$ cat src/rtl/wb_unit_pkg.sv
// ----------------------------------------------------------------------------
// wb_unit_pkg
// Shared definitions for the writeback unit:
//   - RISC-V load funct3 encodings (F3_LB .. F3_LHU)
//   - register index width and datapath width
//   - the load-buffer entry {rd, data}
//   - ld_extend(): byte/halfword selection and sign/zero extension of a raw,
//     aligned memory word.
// Optional feature macro used by the files that import this package:
// WB_FWD_EN.
// ----------------------------------------------------------------------------
package wb_unit_pkg;

    localparam int XLEN      = 32;
    localparam int REG_IDX_W = 5;

    localparam logic [2:0] F3_LB  = 3'b000;
    localparam logic [2:0] F3_LH  = 3'b001;
    localparam logic [2:0] F3_LW  = 3'b010;
    localparam logic [2:0] F3_LBU = 3'b100;
    localparam logic [2:0] F3_LHU = 3'b101;

    // One buffered load result, already extended.
    typedef struct packed {
        logic [REG_IDX_W-1:0] rd;
        logic [XLEN-1:0]      data;
    } wb_entry_t;

    localparam int WB_ENTRY_W = $bits(wb_entry_t);

    // Select the addressed byte/halfword of an aligned word and extend it.
    // addr_lo[0] is irrelevant for halfwords and addr_lo is irrelevant for
    // words. The reserved encodings (011, 110, 111) fall through to the
    // full-word case.
    function automatic logic [XLEN-1:0] ld_extend(
        input logic [2:0]      funct3,
        input logic [1:0]      addr_lo,
        input logic [XLEN-1:0] word
    );
        logic [7:0]      byte_val;
        logic [15:0]     half_val;
        logic [XLEN-1:0] result;

        case (addr_lo)
            2'd0:    byte_val = word[7:0];
            2'd1:    byte_val = word[15:8];
            2'd2:    byte_val = word[23:16];
            default: byte_val = word[31:24];
        endcase

        half_val = addr_lo[1] ? word[31:16] : word[15:0];

        case (funct3)
            F3_LB:   result = {{24{byte_val[7]}}, byte_val};
            F3_LH:   result = {{16{half_val[15]}}, half_val};
            F3_LBU:  result = {24'h0, byte_val};
            F3_LHU:  result = {16'h0, half_val};
            default: result = word;
        endcase
        return result;
    endfunction

endpackage

$ cat src/rtl/wb_unit_if.sv
// ----------------------------------------------------------------------------
// wb_unit_if
// Bundles every non-clock/reset signal of the writeback unit.
//   ALU path     : alu_valid, alu_rd, alu_data (no backpressure)
//   Load issue   : ld_issue, ld_issue_rd
//   Load response: mem_rsp_valid/ready, mem_rsp_rd, mem_rsp_funct3,
//                  mem_rsp_addr_lo, mem_rsp_data
//   Decode query : query_rs1, query_rs2, query_rd -> stall
//   Regfile port : rd_we, writeReg, writeData
//   WB_FWD_EN    : adds fwd_rs1_hit, fwd_rs2_hit, fwd_data
// Modports: slave = the writeback unit, master = the surrounding pipeline.
//
// Handshake: a load response transfers on a rising clock edge where
// mem_rsp_valid and mem_rsp_ready are both 1. While valid is high and the
// transfer has not happened, the producer holds valid and all mem_rsp_*
// payload stable. ready does not depend on valid.
// ----------------------------------------------------------------------------
interface wb_unit_if #(
    parameter int XLEN = 32
);

    logic            alu_valid;
    logic [4:0]      alu_rd;
    logic [XLEN-1:0] alu_data;

    logic            ld_issue;
    logic [4:0]      ld_issue_rd;

    logic            mem_rsp_valid;
    logic            mem_rsp_ready;
    logic [4:0]      mem_rsp_rd;
    logic [2:0]      mem_rsp_funct3;
    logic [1:0]      mem_rsp_addr_lo;
    logic [XLEN-1:0] mem_rsp_data;

    logic [4:0]      query_rs1;
    logic [4:0]      query_rs2;
    logic [4:0]      query_rd;
    logic            stall;

    logic            rd_we;
    logic [4:0]      writeReg;
    logic [XLEN-1:0] writeData;

`ifdef WB_FWD_EN
    logic            fwd_rs1_hit;
    logic            fwd_rs2_hit;
    logic [XLEN-1:0] fwd_data;
`endif

    modport slave (
        input  alu_valid, alu_rd, alu_data,
        input  ld_issue, ld_issue_rd,
        input  mem_rsp_valid, mem_rsp_rd, mem_rsp_funct3, mem_rsp_addr_lo, mem_rsp_data,
        output mem_rsp_ready,
        input  query_rs1, query_rs2, query_rd,
        output stall,
`ifdef WB_FWD_EN
        output fwd_rs1_hit, fwd_rs2_hit, fwd_data,
`endif
        output rd_we, writeReg, writeData
    );

    modport master (
        output alu_valid, alu_rd, alu_data,
        output ld_issue, ld_issue_rd,
        output mem_rsp_valid, mem_rsp_rd, mem_rsp_funct3, mem_rsp_addr_lo, mem_rsp_data,
        input  mem_rsp_ready,
        output query_rs1, query_rs2, query_rd,
        input  stall,
`ifdef WB_FWD_EN
        input  fwd_rs1_hit, fwd_rs2_hit, fwd_data,
`endif
        input  rd_we, writeReg, writeData
    );

endinterface

$ cat src/rtl/wb_unit_ld_fifo.sv
// ----------------------------------------------------------------------------
// wb_ld_fifo
// Synchronous FIFO with asynchronous active-high reset.
//   clk, rst     : clock, async reset (empties the FIFO)
//   push, din    : write din when push and not full
//   pop,  dout   : dout is the head entry; pop advances it when not empty
//   full, empty  : occupancy flags
// DEPTH must be a power of two (>= 2) so pointers wrap naturally.
// ----------------------------------------------------------------------------
module wb_ld_fifo #(
    parameter int DEPTH = 2,
    parameter int WIDTH = 37
) (
    input  logic             clk,
    input  logic             rst,
    input  logic             push,
    input  logic [WIDTH-1:0] din,
    input  logic             pop,
    output logic [WIDTH-1:0] dout,
    output logic             full,
    output logic             empty
);

    localparam int PTR_W = (DEPTH > 1) ? $clog2(DEPTH) : 1;
    localparam int CNT_W = $clog2(DEPTH) + 1;

    logic [WIDTH-1:0] mem [DEPTH];
    logic [PTR_W-1:0] wr_ptr;
    logic [PTR_W-1:0] rd_ptr;
    logic [CNT_W-1:0] count;
    logic             do_push;
    logic             do_pop;

    assign do_push = push && !full;
    assign do_pop  = pop && !empty;

    assign full  = (count == CNT_W'(DEPTH));
    assign empty = (count == '0);
    assign dout  = mem[rd_ptr];

    always_ff @(posedge clk or posedge rst) begin
        if (rst) begin
            wr_ptr <= '0;
            rd_ptr <= '0;
            count  <= '0;
        end else begin
            if (do_push) begin
                wr_ptr <= wr_ptr + 1'b1;
            end
            if (do_pop) begin
                rd_ptr <= rd_ptr + 1'b1;
            end
            case ({do_push, do_pop})
                2'b10:   count <= count + 1'b1;
                2'b01:   count <= count - 1'b1;
                default: count <= count;
            endcase
        end
    end

    // Storage needs no reset: only entries between rd_ptr and wr_ptr are read.
    always_ff @(posedge clk) begin
        if (do_push) begin
            mem[wr_ptr] <= din;
        end
    end

endmodule

$ cat src/rtl/wb_unit.sv
// ----------------------------------------------------------------------------
// wb_unit
// Writeback unit driving the register file write port. Single-cycle ALU
// results have strict priority; load responses are extended on arrival and
// buffered in wb_ld_fifo until a cycle without an ALU result. A pending-load
// bit per register tells decode when to stall.
//   clk, rst : clock, asynchronous active-high reset
//   bus      : wb_unit_if.slave (ALU, load issue, load response with
//              valid/ready, decode query/stall, registered regfile port)
// Parameters: LD_FIFO_DEPTH (power of two, >= 2), XLEN (must match the
// package XLEN, 32).
// Optional feature macro WB_FWD_EN: adds fwd_rs1_hit/fwd_rs2_hit/fwd_data
// forwarding from the registered write port, and a forwarded source no
// longer stalls on its pending bit.
// ----------------------------------------------------------------------------
module wb_unit #(
    parameter int LD_FIFO_DEPTH = 2,
    parameter int XLEN          = 32
) (
    input  logic     clk,
    input  logic     rst,
    wb_unit_if.slave bus
);

    import wb_unit_pkg::*;

    wb_entry_t         push_entry;
    wb_entry_t         head_entry;
    logic [WB_ENTRY_W-1:0] head_raw;
    logic              fifo_push;
    logic              fifo_pop;
    logic              fifo_full;
    logic              fifo_empty;

    logic              rd_we_q;
    logic [4:0]        write_reg_q;
    logic [XLEN-1:0]   write_data_q;
    logic              from_ld_q;   // current output word came from the load path

    logic [31:0]       pending_q;
    logic [31:0]       pending_nxt;

    // ---------------------------------------------------------------- load path
    assign bus.mem_rsp_ready = !fifo_full;
    assign fifo_push         = bus.mem_rsp_valid && !fifo_full;
    // The FIFO head is only consumed in cycles the ALU leaves idle.
    assign fifo_pop          = !bus.alu_valid && !fifo_empty;

    always_comb begin
        push_entry      = '0;
        push_entry.rd   = bus.mem_rsp_rd;
        push_entry.data = ld_extend(bus.mem_rsp_funct3, bus.mem_rsp_addr_lo, bus.mem_rsp_data);
    end

    assign head_entry = wb_entry_t'(head_raw);

    wb_ld_fifo #(
        .DEPTH (LD_FIFO_DEPTH),
        .WIDTH (WB_ENTRY_W)
    ) u_ld_fifo (
        .clk   (clk),
        .rst   (rst),
        .push  (fifo_push),
        .din   (push_entry),
        .pop   (fifo_pop),
        .dout  (head_raw),
        .full  (fifo_full),
        .empty (fifo_empty)
    );

    // ------------------------------------------------------- output register
    // Writes to x0 are still consumed but never enable the regfile.
    always_ff @(posedge clk or posedge rst) begin
        if (rst) begin
            rd_we_q      <= 1'b0;
            write_reg_q  <= '0;
            write_data_q <= '0;
            from_ld_q    <= 1'b0;
        end else if (bus.alu_valid) begin
            rd_we_q      <= (bus.alu_rd != 5'd0);
            write_reg_q  <= bus.alu_rd;
            write_data_q <= bus.alu_data;
            from_ld_q    <= 1'b0;
        end else if (!fifo_empty) begin
            rd_we_q      <= (head_entry.rd != 5'd0);
            write_reg_q  <= head_entry.rd;
            write_data_q <= head_entry.data;
            from_ld_q    <= 1'b1;
        end else begin
            rd_we_q      <= 1'b0;
            from_ld_q    <= 1'b0;
        end
    end

    assign bus.rd_we     = rd_we_q;
    assign bus.writeReg  = write_reg_q;
    assign bus.writeData = write_data_q;

    // ------------------------------------------------------------ scoreboard
    // The pending bit is cleared on the edge the regfile captures the load
    // result. A new issue to the same register on that edge wins.
    always_comb begin
        pending_nxt = pending_q;
        if (rd_we_q && from_ld_q) begin
            pending_nxt[write_reg_q] = 1'b0;
        end
        if (bus.ld_issue && (bus.ld_issue_rd != 5'd0)) begin
            pending_nxt[bus.ld_issue_rd] = 1'b1;
        end
        pending_nxt[0] = 1'b0;
    end

    always_ff @(posedge clk or posedge rst) begin
        if (rst) begin
            pending_q <= '0;
        end else begin
            pending_q <= pending_nxt;
        end
    end

`ifdef WB_FWD_EN
    logic hit_rs1;
    logic hit_rs2;

    assign hit_rs1 = rd_we_q && (write_reg_q != 5'd0) && (write_reg_q == bus.query_rs1);
    assign hit_rs2 = rd_we_q && (write_reg_q != 5'd0) && (write_reg_q == bus.query_rs2);

    assign bus.fwd_rs1_hit = hit_rs1;
    assign bus.fwd_rs2_hit = hit_rs2;
    assign bus.fwd_data    = write_data_q;

    // A source served by forwarding does not need to wait for the regfile.
    assign bus.stall = (pending_q[bus.query_rs1] && !hit_rs1)
                     | (pending_q[bus.query_rs2] && !hit_rs2)
                     |  pending_q[bus.query_rd];
`else
    assign bus.stall = pending_q[bus.query_rs1]
                     | pending_q[bus.query_rs2]
                     | pending_q[bus.query_rd];
`endif

endmodule

$ cat src/flat_wrapper.sv
// flat-port wrapper written by rule: the top's interface ports become plain ports
module wb_unit_flat import wb_unit_pkg::*;
#(
    parameter int LD_FIFO_DEPTH = 2,
    parameter int XLEN          = 32
)
  (clk, rst, bus_alu_valid, bus_alu_rd, bus_alu_data, bus_ld_issue, bus_ld_issue_rd, bus_mem_rsp_valid, bus_mem_rsp_rd, bus_mem_rsp_funct3, bus_mem_rsp_addr_lo, bus_mem_rsp_data, bus_mem_rsp_ready, bus_query_rs1, bus_query_rs2, bus_query_rd, bus_stall, bus_rd_we, bus_writeReg, bus_writeData);
  wb_unit_if #(.XLEN(XLEN)) bus_i ();
  input  logic clk;
  input  logic rst;
  input wire logic [$bits(bus_i.alu_valid)-1:0] bus_alu_valid;
  input wire logic [$bits(bus_i.alu_rd)-1:0] bus_alu_rd;
  input wire logic [$bits(bus_i.alu_data)-1:0] bus_alu_data;
  input wire logic [$bits(bus_i.ld_issue)-1:0] bus_ld_issue;
  input wire logic [$bits(bus_i.ld_issue_rd)-1:0] bus_ld_issue_rd;
  input wire logic [$bits(bus_i.mem_rsp_valid)-1:0] bus_mem_rsp_valid;
  input wire logic [$bits(bus_i.mem_rsp_rd)-1:0] bus_mem_rsp_rd;
  input wire logic [$bits(bus_i.mem_rsp_funct3)-1:0] bus_mem_rsp_funct3;
  input wire logic [$bits(bus_i.mem_rsp_addr_lo)-1:0] bus_mem_rsp_addr_lo;
  input wire logic [$bits(bus_i.mem_rsp_data)-1:0] bus_mem_rsp_data;
  output wire logic [$bits(bus_i.mem_rsp_ready)-1:0] bus_mem_rsp_ready;
  input wire logic [$bits(bus_i.query_rs1)-1:0] bus_query_rs1;
  input wire logic [$bits(bus_i.query_rs2)-1:0] bus_query_rs2;
  input wire logic [$bits(bus_i.query_rd)-1:0] bus_query_rd;
  output wire logic [$bits(bus_i.stall)-1:0] bus_stall;
  output wire logic [$bits(bus_i.rd_we)-1:0] bus_rd_we;
  output wire logic [$bits(bus_i.writeReg)-1:0] bus_writeReg;
  output wire logic [$bits(bus_i.writeData)-1:0] bus_writeData;
  assign bus_i.alu_valid = bus_alu_valid;
  assign bus_i.alu_rd = bus_alu_rd;
  assign bus_i.alu_data = bus_alu_data;
  assign bus_i.ld_issue = bus_ld_issue;
  assign bus_i.ld_issue_rd = bus_ld_issue_rd;
  assign bus_i.mem_rsp_valid = bus_mem_rsp_valid;
  assign bus_i.mem_rsp_rd = bus_mem_rsp_rd;
  assign bus_i.mem_rsp_funct3 = bus_mem_rsp_funct3;
  assign bus_i.mem_rsp_addr_lo = bus_mem_rsp_addr_lo;
  assign bus_i.mem_rsp_data = bus_mem_rsp_data;
  assign bus_mem_rsp_ready = bus_i.mem_rsp_ready;
  assign bus_i.query_rs1 = bus_query_rs1;
  assign bus_i.query_rs2 = bus_query_rs2;
  assign bus_i.query_rd = bus_query_rd;
  assign bus_stall = bus_i.stall;
  assign bus_rd_we = bus_i.rd_we;
  assign bus_writeReg = bus_i.writeReg;
  assign bus_writeData = bus_i.writeData;
  wb_unit #(.LD_FIFO_DEPTH(LD_FIFO_DEPTH), .XLEN(XLEN)) u_core (.clk(clk), .rst(rst), .bus(bus_i));
endmodule
$ cat config.mk
export PLATFORM = sky130hd
export DESIGN_NAME = wb_unit_flat
export DESIGN_NICKNAME = d
export VERILOG_FILES = /design/src/rtl/wb_unit_pkg.sv /design/src/rtl/wb_unit_if.sv /design/src/rtl/wb_unit_ld_fifo.sv /design/src/rtl/wb_unit.sv /design/src/flat_wrapper.sv
export SDC_FILE = /design/constraint.sdc
export NUM_CORES = 1
export LEC_CHECK = 0
export BUFFER_PORTS_ARGS = -buffer_cell sky130_fd_sc_hd__buf_2
export CORE_ASPECT_RATIO = 1.4
export CORE_MARGIN = 5
export CORE_UTILIZATION = 40
export CTS_CLUSTER_DIAMETER = 200
export CTS_CLUSTER_SIZE = 40
export DETAILED_ROUTE_END_ITERATION = 6
export GPL_TIMING_DRIVEN = 0
export PLACE_DENSITY = 0.64
export SLEW_MARGIN = 20
export SYNTH_ARGS = -nofsm -noshare
export SYNTH_HDL_FRONTEND = slang
export SYNTH_SLANG_ARGS = --single-unit
export TNS_END_PERCENT = 5
$ cat constraint.sdc
create_clock -name clk -period 5.1 [get_ports clk]
set_input_delay 0.255 -clock clk [delete_from_list [all_inputs] [get_ports clk]]
set_output_delay 0.255 -clock clk [all_outputs]
set_load 0.05 [all_outputs]
# Word-level counts from Yosys, hierarchy flattened
# Memories as Yosys holds them, arrays and structs flattened.
# Index checks and enable logic that the tools add are counted.
# Widths: inputs -> output; s select.
[op_classes] n_addsub=4 order_cmp=7 eq_ne=9 n_mux=26 n_bitwise=5 reduce_logical=18
[ops] op="$mux 32" n=4
[ops] op="$pmux 32 s4" n=1
[ops] op="$and 32x32->32" n=1
[ops] op="$not 32->32" n=1
[ops] op="$or 32x32->32" n=1
[ops] op="$lt 5x6->1 const B" n=5
[ops] op="$pmux 8 s3" n=1
[ops] op="$mux 16" n=1
[ops] op="$bmux 1 s5" n=3
[ops] op="$reduce_bool 5->1" n=3
[ops] op="$mux 1" n=11
[ops] op="$demux 1 s5" n=2
[ops] op="$ge 5x1->1 const B" n=2
[ops] op="$mux 5" n=2
[ops] op="$logic_and 1x1->1" n=8
[ops] op="$eq 2x2->1 const B" n=3
[ops] op="$eq 3x3->1 const B" n=2
[ops] op="$eq 2x1->1 const B" n=2
[ops] op="$logic_not 2->1" n=2
[ops] op="$pmux 2 s2" n=1
[ops] op="$eq 3x1->1 const B" n=1
[ops] op="$logic_not 1->1" n=3
[ops] op="$logic_not 3->1" n=1
[ops] op="$add 1x1->1 const B" n=2
[ops] op="5 further kinds" n=6
[word_totals] ff_bits=74 ram_bits=74 input_bits=104 out_inout_bits=40 elab_cells=78 mem_count=1
[mem_list] memory="u_core.u_ld_fifo.mem" depth=2 word_bits=37 read_ports=1 rd_ports_with_merged_regs=0 wr=1 line_no="wb_unit_ld_fifo.sv:27" source="logic [WIDTH-1:0] mem [DEPTH];"

# Longest topological paths before layout
[logic_depth] word_depth=9 mapped_depth=7 depth_no_buf=6

# Modules after synthesis
# Synthesis repeated with hierarchy kept, for this count alone.
[hier_totals] cells_unflattened=580 area_unflattened_um2=7405.9
[by_module_without_submodules] module="wb_unit" n_inst=1 cells_per_inst=446 area_each_um2=4453.0
[by_module_without_submodules] module="wb_ld_fifo" n_inst=1 cells_per_inst=134 area_each_um2=2952.8

# Worst setup path before layout
# OpenSTA, ideal clock, no wires.
[synth_path] kind="register -> register" start="reg u_core.u_ld_fifo.count[0]" end="mem u_core.u_ld_fifo.mem[0][0], enable pin" t_arrival_ps=2660 path_slack_ps=2008 path_stages_with_launch=4 synth_period_minus_slack_ps=3092 cell_sequence="dfrtp_1 nand2b_1 nand2_1 nor2_1"
[synth_between] elab_chain_len=6
[synth_lines] element="start, declared" line_no="wb_unit_ld_fifo.sv:30" source="logic [CNT_W-1:0] count;"
[synth_lines] element="start signal, assigned" line_no="wb_unit_ld_fifo.sv:54" source="2'b10: count <= count + 1'b1;"
[synth_lines] element="start signal, assigned" line_no="wb_unit_ld_fifo.sv:55" source="2'b01: count <= count - 1'b1;"
[synth_lines] element="start signal, assigned" line_no="wb_unit_ld_fifo.sv:56" source="default: count <= count;"
[synth_lines] element="$eq 2x2->1 (*)" line_no="wb_unit_ld_fifo.sv:37" source="assign full = (count == CNT_W'(DEPTH));"
[synth_lines] element="$logic_not 1->1 (*)"
[synth_lines] element="net bus_mem_rsp_ready" line_no="flat_wrapper.sv:21" source="output wire logic [$bits(bus_i.mem_rsp_ready)-1:0] bus_mem_rsp_ready;"
[synth_lines] element="$logic_and 1x1->1" line_no="wb_unit.sv:45" source="assign fifo_push = bus.mem_rsp_valid && !fifo_full;"
[synth_lines] element="$logic_and 1x1->1 (*)" line_no="wb_unit_ld_fifo.sv:34" source="assign do_push = push && !full;"
[synth_lines] element="$mux 1 (*)" line_no="wb_unit_ld_fifo.sv:63" source="if (do_push) begin"
[synth_lines] element="$mux 1 (implied by the code) (*)" line_no="wb_unit_ld_fifo.sv:64" source="mem[wr_ptr] <= din;"
[synth_lines] element="end, declared" line_no="wb_unit_ld_fifo.sv:27"
# The timed path passes the listed nets; every way through them passes the cells marked *.

# Final worst setup path
[layout_path] start="reg u_core.pending_q[18]" end="out bus_stall"
[layout_between] elab_chain_len=4 elab_cells_between_ends=8 cone_classes="6 x mux; 2 x bitwise"
[layout_lines] element="start, declared" line_no="wb_unit.sv:40" source="logic [31:0] pending_q;"
[layout_lines] element="start signal, assigned" line_no="wb_unit.sv:117" source="pending_q <= pending_nxt;"
[layout_lines] element="$bmux 1 s5, on equally long branches" line_no="wb_unit.sv:137, wb_unit.sv:138"
[layout_lines] element="$mux 1, on equally long branches" line_no="wb_unit.sv:137, wb_unit.sv:138"
[layout_lines] element="$or 1x1->1" line_no="wb_unit.sv:138" source="| pending_q[bus.query_rs2]"
[layout_lines] element="$or 1x1->1 (*)" line_no="wb_unit.sv:139" source="| pending_q[bus.query_rd];"
[layout_lines] element="end, declared" line_no="flat_wrapper.sv:25" source="output wire logic [$bits(bus_i.stall)-1:0] bus_stall;"
# Every way passes the cells marked *; elsewhere a longest branch is shown, timed or not. The select of a mux whose other input is x is not followed.

==> flow_metrics.env <==
export IMPL_status="complete, no violations"
export IMPL_die_height_um=169
export IMPL_netlist_area_leader_share=0.307
export IMPL_crit_chain="mux4_1 -> mux2_4 -> and3_4 -> a2111oi_4 -> nand4_1 -> buf_2"
export IMPL_cts_hold_buf=1
export IMPL_cts_tree="yes"
export IMPL_synth_compound_area_frac=0.158
export IMPL_grt_max_degree=57
export IMPL_grt_pass1_wl_um=30900
export IMPL_ys_seq_elements=148
export IMPL_core_um2=17900
export IMPL_fp_dieArea_um2=20900
export IMPL_synthAdderAreaFrac=0.00173
export IMPL_rows=58
export IMPL_h_tree_depth=4
export IMPL_multiInputGateArea_um2=3000
export IMPL_ctsResizeCount=0
export IMPL_setup_ws_ns=2.35
export IMPL_slowest_delay_ns=0.49
export IMPL_die_w_um=124
export IMPL_synthArstFlopShare=0.500
export IMPL_ir_worst_vdd_uv=282
export IMPL_drtIter0Drc=445
export IMPL_setup_violations=0
export IMPL_drc=0
export IMPL_ys_seq_area_frac=0.563
export IMPL_clkTransAtPathRegs_ns=0.07
export IMPL_nets=882
export IMPL_hold_viol_final=0
export IMPL_ctsLongestPathBuffers=2
export IMPL_seq_area_um2=4070
export IMPL_wl_um=19900
export IMPL_rsz0062_at_grt="false"
export IMPL_syn2layout_area_growth_pct=23.2
export IMPL_yosysUniqueCellTypes=55
export IMPL_ant_nets=0
export IMPL_critical_path_depth=6
export IMPL_vias=5650
export IMPL_use_met1=0.223
export IMPL_postLayoutCellArea_um2=8910
export IMPL_post_drt_wl_per_cell_um=19.3
export IMPL_antennaDiodeCount=0
export IMPL_finClkSkew_ns=0.0103
export IMPL_grt_usage=0.193
export IMPL_synth_xor_area_frac=0.00605
export IMPL_synthesis_area_um2=7230
export IMPL_crit_family="multiplexers"
export IMPL_avgSynthCellArea_um2=11.7
export IMPL_place_area_um2=8310
export IMPL_clk_latency_ns=0.42
export IMPL_cp_buffers_inverters=1
export IMPL_yosys_area_top_type="edfxtp_1"
export IMPL_r2r_cells=6
export IMPL_portBuffers=136
export IMPL_synthCells=618
export IMPL_synth_nets=723
export IMPL_final_fill_count=1699
export IMPL_gr_usage_met2=0.354
export IMPL_first_pass_iters=5
export IMPL_start_util=0.405
export IMPL_synth_edff_count=74
export IMPL_met3_usage=0.0364
export IMPL_worstMarginPinSlew_ns=0.868
export IMPL_critPathRequiredTime_ns=4.85
export IMPL_synth_simple_gate_area_frac=0.0996
export IMPL_synth_mux_area_frac=0.148
export IMPL_cts_buffers=17
export IMPL_ys_warn_count=0
export IMPL_cts_setup_buffers=0
export IMPL_arrival_ns=2.49
export IMPL_path_class="reg -> out"
export IMPL_start_kind="register"
export IMPL_gr_total_overflow=0
export IMPL_max_slew_margin=0.420
export IMPL_min_period_over_period=0.539
export IMPL_place_ws_ns=2.64
export IMPL_max_clock_freq_ghz=0.364
export IMPL_antenna_found_initial=0
export IMPL_maxCapViolations=0
export IMPL_busiest_layer="met2"
export IMPL_r2r_end="u_core.u_ld_fifo.count[1]"
export IMPL_hold_class="in -> reg"
export IMPL_worst_path_max_fanout=4
export IMPL_setup_tns_ns=0
export IMPL_dpl_hpwl_um=15300
export IMPL_cp_endpoint="bus_stall"
export IMPL_fin_crit_ns=2.75
export IMPL_gp_congestion=0.911
export IMPL_cts_sinks=148
export IMPL_routed_via_density=5.49
export IMPL_rrSetupSlack_ns=2.71
export IMPL_p_leak_nw=3.68
export IMPL_synth_top_flop_cell="edfxtp_1"
export IMPL_startpoint="u_core.pending_q[18]"
export IMPL_rr_startpoint="u_core.u_ld_fifo.count[0]"
export IMPL_netlist_top_cells_area="edfxtp_1 (31%), dfrtp_1 (26%), o21ai_0 (7.5%)"
export IMPL_cts_root_buf="clkbuf_16"
export IMPL_drive_above_1_share=0.272
export IMPL_ios=144
export IMPL_cp_slowest_cell="mux4_1"
export IMPL_critPathCaptureType="output port"
export IMPL_grt_pass1_vias=5741
export IMPL_p_per_area_nw_per_um2=553
export IMPL_synth_top_family_by_area="compound AO/OA/AOI/OAI gates"
export IMPL_slew_violations=0
==> worst reg2reg max path: cells and delay by family (launching register included) <==
| kind | cells | cell delay (ns) |
|---|---|---|
| xor gates and xnor gates | 1 | 0.15 |
| adders and majority gates | 1 | 0.37 |
| and+or+nand+nor | 3 | 0.78 |
| DFF | 1 | 0.43 |
| buffers and inverters | 1 | 0.58 |
==> state kept, by name (all words and copies together) (netlist names) <==
register / count
u_core.bus.writeData: 32
u_core.from_ld_q: 1
u_core.u_ld_fifo.count: 2
u_core.u_ld_fifo.wr_ptr: 1
u_core.u_ld_fifo.rd_ptr: 1
u_core.bus.rd_we: 1
u_core.pending_q: 31
u_core.u_ld_fifo.mem: 74
u_core.bus.writeReg: 5
==> cell type report <==
cell class                 instances  share of cell area
buffer                            37              0.0171
multi-input combinational        428               0.336
clock inverter                    15              0.0185
sequential                       148               0.457
timing repair buffer             140              0.0868
clock buffer                      17              0.0478
tap                              240              0.0337
inverter                           5             0.00239
==> cells by family (layout without fill, tap and decap cells) <==
kind of cell,Yosys count,after routing
mux,79,79
xor+xnor,5,5
flops,148,148
fa+ha+maj,1,1
compound gates,193,193
simple gates,150,150
buf+inv,42,214
==> cell usage after synthesis, types with 2 or more instances <==
library cell  number
buf_1              2
or3_1              3
buf_2              5
xnor2_1            3
xor2_1             2
inv_1              5
clkbuf_1          29
nand3_1            5
a31oi_1            2
nand3b_1          11
nor2b_1            4
or3b_2             4
a22oi_1            8
and3_1             3
nand2_1           58
o31ai_1            2
edfxtp_1          74
a21o_1            17
mux2_2             9
nand2b_1           3
dfrtp_1           74
nor2_1            45
nand4_1            2
nor3b_1            3
mux4_2            17
a21oi_1           35
a221o_1            7
mux4_1             3
mux2i_1           49
o21ai_0          109
==> per-stage QoR <==
step                cells  hold WS (ns)  utilization  total power, mW
CTS                  1030        0.0173        0.499             4.97
floorplan             618         0.354            -             3.16
global placement      994         0.455        0.460             3.67
global route         1030        0.0127        0.499             5.20
finish               1030        0.0289        0.499             4.93
detailed placement    997         0.232        0.465             3.74
==> worst min path at each step <==
stage | start | end | slack, ns | depth (start not counted)
after floorplan | bus_mem_rsp_rd[0] | u_core.u_ld_fifo.mem[0][32] | 0.35 | 0
after global placement | bus_mem_rsp_rd[1] | u_core.u_ld_fifo.mem[0][33] | 0.45 | 1
after detailed placement | rst | u_core.pending_q[7] | 0.23 | 2
after CTS | bus_mem_rsp_rd[1] | u_core.u_ld_fifo.mem[0][33] | 0.02 | 1
after global routing | bus_mem_rsp_rd[1] | u_core.u_ld_fifo.mem[0][33] | 0.01 | 1
final | bus_mem_rsp_rd[1] | u_core.u_ld_fifo.mem[0][33] | 0.03 | 1
==> cell usage in the layout (no fill, tap or decap), types with 3 or more instances in the layout <==
cell type,netlist,routed
inv_8,0,4
edfxtp_1,74,74
nand2b_1,3,3
xnor2_1,3,3
mux4_1,3,3
mux4_2,17,17
a22oi_1,8,8
clkbuf_16,0,17
nor2b_1,4,4
buf_2,5,141
clkbuf_1,29,29
mux2_2,9,9
mux2i_1,49,49
nor2_1,45,44
nand3_1,5,5
a21oi_1,35,35
buf_16,0,3
inv_6,0,4
or3_1,3,3
nand3b_1,11,11
o21ai_0,109,109
nor3b_1,3,3
inv_1,5,4
dfrtp_1,74,74
a21o_1,17,17
nand2_1,58,58
or3b_2,4,4
a221o_1,7,7
clkinvlp_4,0,4
==> layer usage <==
metal | vias up | routed length, µm
met3 | 39 | 898
met4 | 0 | 539
met1 | 2796 | 7680
li1 | 2643 | -
met2 | 172 | 10800
met5 | - | 0
==> power breakdown <==
group	total [mW]	internal, mW	switching [mW]
sequential	1.90	1.66	0.241
clock	1.23	0.694	0.536
combinational	1.80	0.637	1.16
Note: power is estimated with default switching activity, not from simulation.
